===== config.mk =====
export PLATFORM = sky130hd
export DESIGN_NAME = softmax_serializer
export DESIGN_NICKNAME = d
export VERILOG_FILES = /design/src/rtl/softmax_pkg.sv /design/src/rtl/softmax_serializer.sv
export SDC_FILE = /design/constraint.sdc
export NUM_CORES = 1
export LEC_CHECK = 0
export ABC_AREA = 1
export BUFFER_PORTS_ARGS = -buffer_cell sky130_fd_sc_hd__buf_2
export CORE_UTILIZATION = 50
export DETAILED_ROUTE_END_ITERATION = 8
export HOLD_SLACK_MARGIN = 0.1
export PLACE_DENSITY_LB_ADDON = 0.25
export SLEW_MARGIN = 20
export SYNTH_ARGS = -nofsm -noshare
export SYNTH_HDL_FRONTEND = slang
export SYNTH_SLANG_ARGS = --single-unit

===== constraint.sdc =====
create_clock -name clk -period 9.05 [get_ports clk]
set_clock_uncertainty 0.05 [all_clocks]
set_input_delay 1.3575 -clock clk [delete_from_list [all_inputs] [get_ports clk]]
set_output_delay 1.3575 -clock clk [all_outputs]
set_load 0.01 [all_outputs]

===== src/rtl/softmax_pkg.sv =====
// softmax_pkg: shared defaults, FSM state type and index-width helper for softmax_serializer
package softmax_pkg;
  localparam int DEF_NUM = 18;
  localparam int DEF_LEN = 16;
  typedef enum logic {IDLE, SEND} state_t;
  function automatic int idx_w(input int n);
    return n > 1 ? $clog2(n) : 1;
  endfunction
endpackage


===== src/rtl/softmax_serializer.sv =====
// softmax_serializer: captures a packed NUM-element vector and streams it out one element per handshake
// Ports: clk, rst (async active-high); in_valid/in_ready/in capture a NUM*LEN vector;
//        out_valid/out_ready handshake out_data, out_idx and out_last (element NUM-1).
// Optional SOFTMAX_SER_ARGMAX_EN adds argmax_idx/argmax_valid: unsigned argmax of the
// streamed vector, ties to the lower index, pulsed one cycle after the final transfer.
module softmax_serializer
  import softmax_pkg::*;
#(
  parameter int NUM = DEF_NUM,
  parameter int LEN = DEF_LEN
) (
  input  logic                    clk,
  input  logic                    rst,
  input  logic                    in_valid,
  output logic                    in_ready,
  input  logic [NUM*LEN-1:0]      in,
  output logic                    out_valid,
  input  logic                    out_ready,
  output logic [LEN-1:0]          out_data,
  output logic [idx_w(NUM)-1:0]   out_idx,
`ifdef SOFTMAX_SER_ARGMAX_EN
  output logic [idx_w(NUM)-1:0]   argmax_idx,
  output logic                    argmax_valid,
`endif
  output logic                    out_last
);
  localparam int IW = idx_w(NUM);
  localparam logic [IW-1:0] LAST = IW'(NUM - 1);
  state_t state, state_nxt;
  logic [IW-1:0] idx;
  logic [NUM*LEN-1:0] vec;
  logic cap, xfer;
  always_comb begin
    in_ready  = state == IDLE;
    out_valid = state == SEND;
    out_idx   = idx;
    out_data  = vec[idx*LEN +: LEN];
    out_last  = out_valid && idx == LAST;
    cap       = in_valid && in_ready;
    xfer      = out_valid && out_ready;
    state_nxt = cap ? SEND : (xfer && out_last) ? IDLE : state;
  end
  always_ff @(posedge clk or posedge rst)
    if (rst) begin
      state <= IDLE;
      idx   <= '0;
      vec   <= '0;
    end else begin
      state <= state_nxt;
      if (cap) begin
        vec <= in;
        idx <= '0;
      end else if (xfer && !out_last) idx <= idx + 1'b1;
    end
`ifdef SOFTMAX_SER_ARGMAX_EN
  // strict compare keeps the earlier index on ties; element 0 always seeds the tracker
  logic [LEN-1:0] best_val;
  logic [IW-1:0] best_idx;
  logic take;
  always_comb take = idx == '0 || out_data > best_val;
  always_ff @(posedge clk or posedge rst)
    if (rst) begin
      best_val     <= '0;
      best_idx     <= '0;
      argmax_idx   <= '0;
      argmax_valid <= 1'b0;
    end else begin
      argmax_valid <= xfer && out_last;
      if (cap) argmax_idx <= '0;
      else if (xfer) begin
        if (take) begin
          best_val <= out_data;
          best_idx <= idx;
        end
        if (out_last) argmax_idx <= take ? idx : best_idx;
      end
    end
`endif
endmodule


==> results_dict.tcl <==
set metrics [dict create \
    status "complete, no violations" \
    coreArea_um2 28000 \
    maxCapViolations 0 \
    drtPass1Iterations 7 \
    drive_gt1_frac 0.181 \
    area_growth_pct 19.2 \
    syn_avg_cell_area_um2 7.39 \
    overflow 0 \
    ys_warn_count 0 \
    finalCritPeriodShare 0.591 \
    post_drt_wl_per_cell_um 16.4 \
    slew_violations 0 \
    r2r_cells 10 \
    grt_pass1_wl_mm 65.7 \
    powerDensity_nw_per_um2 366 \
    synth_nets 2234 \
    final_common_cell "nand2_1" \
    start_util 0.512 \
    clock-sinks 294 \
    finalHoldViolations 0 \
    crit_required_ns 7.64 \
    cp_max_fo 99 \
    io_buffers 315 \
    drc_errors 0 \
    path_class "reg2out" \
    cts_resized 0 \
    relSlewSlack 0.254 \
    die_w_um 171 \
    setup_viol 0 \
    startpoint "out_idx[0]$_DFFE_PP0P_" \
    fp-row-count 61 \
    dp_hpwl_mm 29.0 \
    final_cell_mix "nand2_1 (790), buf_2 (315), dfrtp_1 (292)" \
    die_h_um 171 \
    nets 2474 \
    antenna_found_initial 3 \
    drt-initial-drc-count 1422 \
    dieArea_um2 29400 \
    tightest_slew_ns 1.12 \
    tritoncts "built" \
    min_period_ns 5.34 \
    leakage_nw 9.05 \
    clk_pin_slew_ns 0.06 \
    ctsRootBufferMaster "clkbuf_16" \
    hold_class "reg2reg" \
    tns_ns 0 \
    grt_start_max_net_pins 303 \
    insertion_delay_ns 0.56 \
    gp_congestion 0.930 \
    synth_cell_type_count 25 \
    first_global_vias 12400 \
    via_per_inst 5.08 \
    arrival_ns 3.94 \
    cts_htree_levels 1 \
    drtAntennaViolNets 0 \
    rsz0062_at_grt "no" \
    syn_area_um2 14300 \
    ir_drop_uv 228 \
    grt_usage 0.291 \
    postCtsHoldBufs 0 \
    clock_path_buffers 3 \
    post_cts_buffers 0 \
    drt_wl_total_mm 42.5 \
    rrSetupSlack_ns 6.15 \
    r2r_end "out_idx[4]$_DFFE_PP0P_" \
    numCtsBuffers 31 \
    r2r_start "out_idx[1]$_DFFE_PP0P_" \
    final_core_util 0.610 \
    worstSetupEndpointType "primary output" \
    synth.yosys.seq_area_share 0.513 \
    vias 13100 \
    max_freq_ghz 0.187 \
    netlist_instances 1940 \
    crit_end "out_data[6]" \
    ys_ff_latch 294 \
    start_kind "flop" \
    top_level_ports 316 \
]
-- sequential cells by signal, summed over array words and instances (netlist names) --
signal     count
vec          288
out_idx        5
out_valid      1
-- how the worst min path moves through the flow --
stage                               startpoint                    to  slack [ns]  depth (start not counted)
final                     vec[276]$_DFFE_PP0P_  vec[276]$_DFFE_PP0P_        0.43                          2
after detailed placement  vec[272]$_DFFE_PP0P_  vec[272]$_DFFE_PP0P_        0.41                          2
after global routing      vec[276]$_DFFE_PP0P_  vec[276]$_DFFE_PP0P_        0.45                          2
after floorplan           vec[272]$_DFFE_PP0P_  vec[272]$_DFFE_PP0P_        0.39                          2
after CTS                 vec[285]$_DFFE_PP0P_  vec[285]$_DFFE_PP0P_        0.43                          2
after global placement    vec[276]$_DFFE_PP0P_  vec[276]$_DFFE_PP0P_        0.41                          2
-- worst max-delay path, stage by stage, from the launching register on --
cell and delay [ns]:
dfrtp_4 0.85, inv_4 0.45, buf_4 0.89, nand2_1 0.11
nand3_1 0.16, nand2_1 0.11, nand2_1 0.08, nand2_1 0.08
o21ai_1 0.28, nand2_1 0.11, buf_2 0.16
-- layer usage --
layer	GRT usage	part of all wire	wire length [µm]
met5	0	0.00026	11
met4	0.0939	0.029	1230
met3	0.0393	0.073	3080
met2	0.450	0.45	19000
met1	0.423	0.45	19200
-- synthesized netlist by cell type --
library cell	number	share of area
nand2_1	790	0.21
dfrtp_1	294	0.51
o21ai_0	285	0.099
inv_1	275	0.072
nand3_1	129	0.045
buf_2	54	0.019
clkbuf_1	35	0.0092
buf_4	25	0.013
o21ai_1	21	0.0073
inv_2	8	0.0021
nor2_1	6	0.0016
buf_6	2	0.0016
ha_1	2	0.0017
nand2_2	2	0.00087
nor2_4	2	0.0016
a21oi_1	1	0.00035
a22oi_1	1	0.00052
buf_1	1	0.00026
nand3_2	1	0.00070
nor2_2	1	0.00044
nor3_1	1	0.00035
nor4_4	1	0.0015
o211ai_1	1	0.00052
o22ai_1	1	0.00044
xor2_1	1	0.00061
-- cell families (layout without fill, tap and decap cells) --
logic type,count (synthesis),count (layout),synth area share
and+or+nand+nor,933,933,0.259
buffers and inverters,400,664,0.117
AOI/OAI and AO/OA,310,310,0.109
DFF,294,294,0.513
adders and majority gates,2,2,0.00175
xor gates and xnor gates,1,1,0.000611
other,0,1,0
-- cell type report --
type	count	area [µm²]
Fill cell	2612	10900
Clock buffer	39	866
Sequential cell	294	7360
Clock inverter	18	324
Multi-Input combinational cell	1246	5310
Antenna cell	1	2.50
Tap cell	378	473
Inverter	283	1070
Timing Repair Buffer	324	1680
-- stage by stage --
stage / setup WS (ns) / instances / cell area, µm² / power (W) / hold slack, ns
6_report: 3.71 / 2583 / 17100 / 0.00626 / 0.426
2_1_floorplan: 3.74 / 1940 / 14300 / 0.00396 / 0.392
5_1_grt: 3.44 / 2583 / 17100 / 0.00673 / 0.446
3_3_place_gp: 4.41 / 2525 / 15900 / 0.00470 / 0.405
4_1_cts: 3.75 / 2582 / 17100 / 0.00627 / 0.425
3_5_place_dp: 4.36 / 2525 / 15900 / 0.00477 / 0.410
-- where the power goes --
| part | internal (W) | total [W] | switching, W |
|---|---|---|---|
| clock | 0.000930 | 0.00147 | 0.000540 |
| combinational | 0.000803 | 0.00251 | 0.00171 |
| sequential | 0.00198 | 0.00227 | 0.000294 |
| total | 0.00371 | 0.00626 | 0.00254 |
Note: power is estimated with default switching activity, not from simulation.
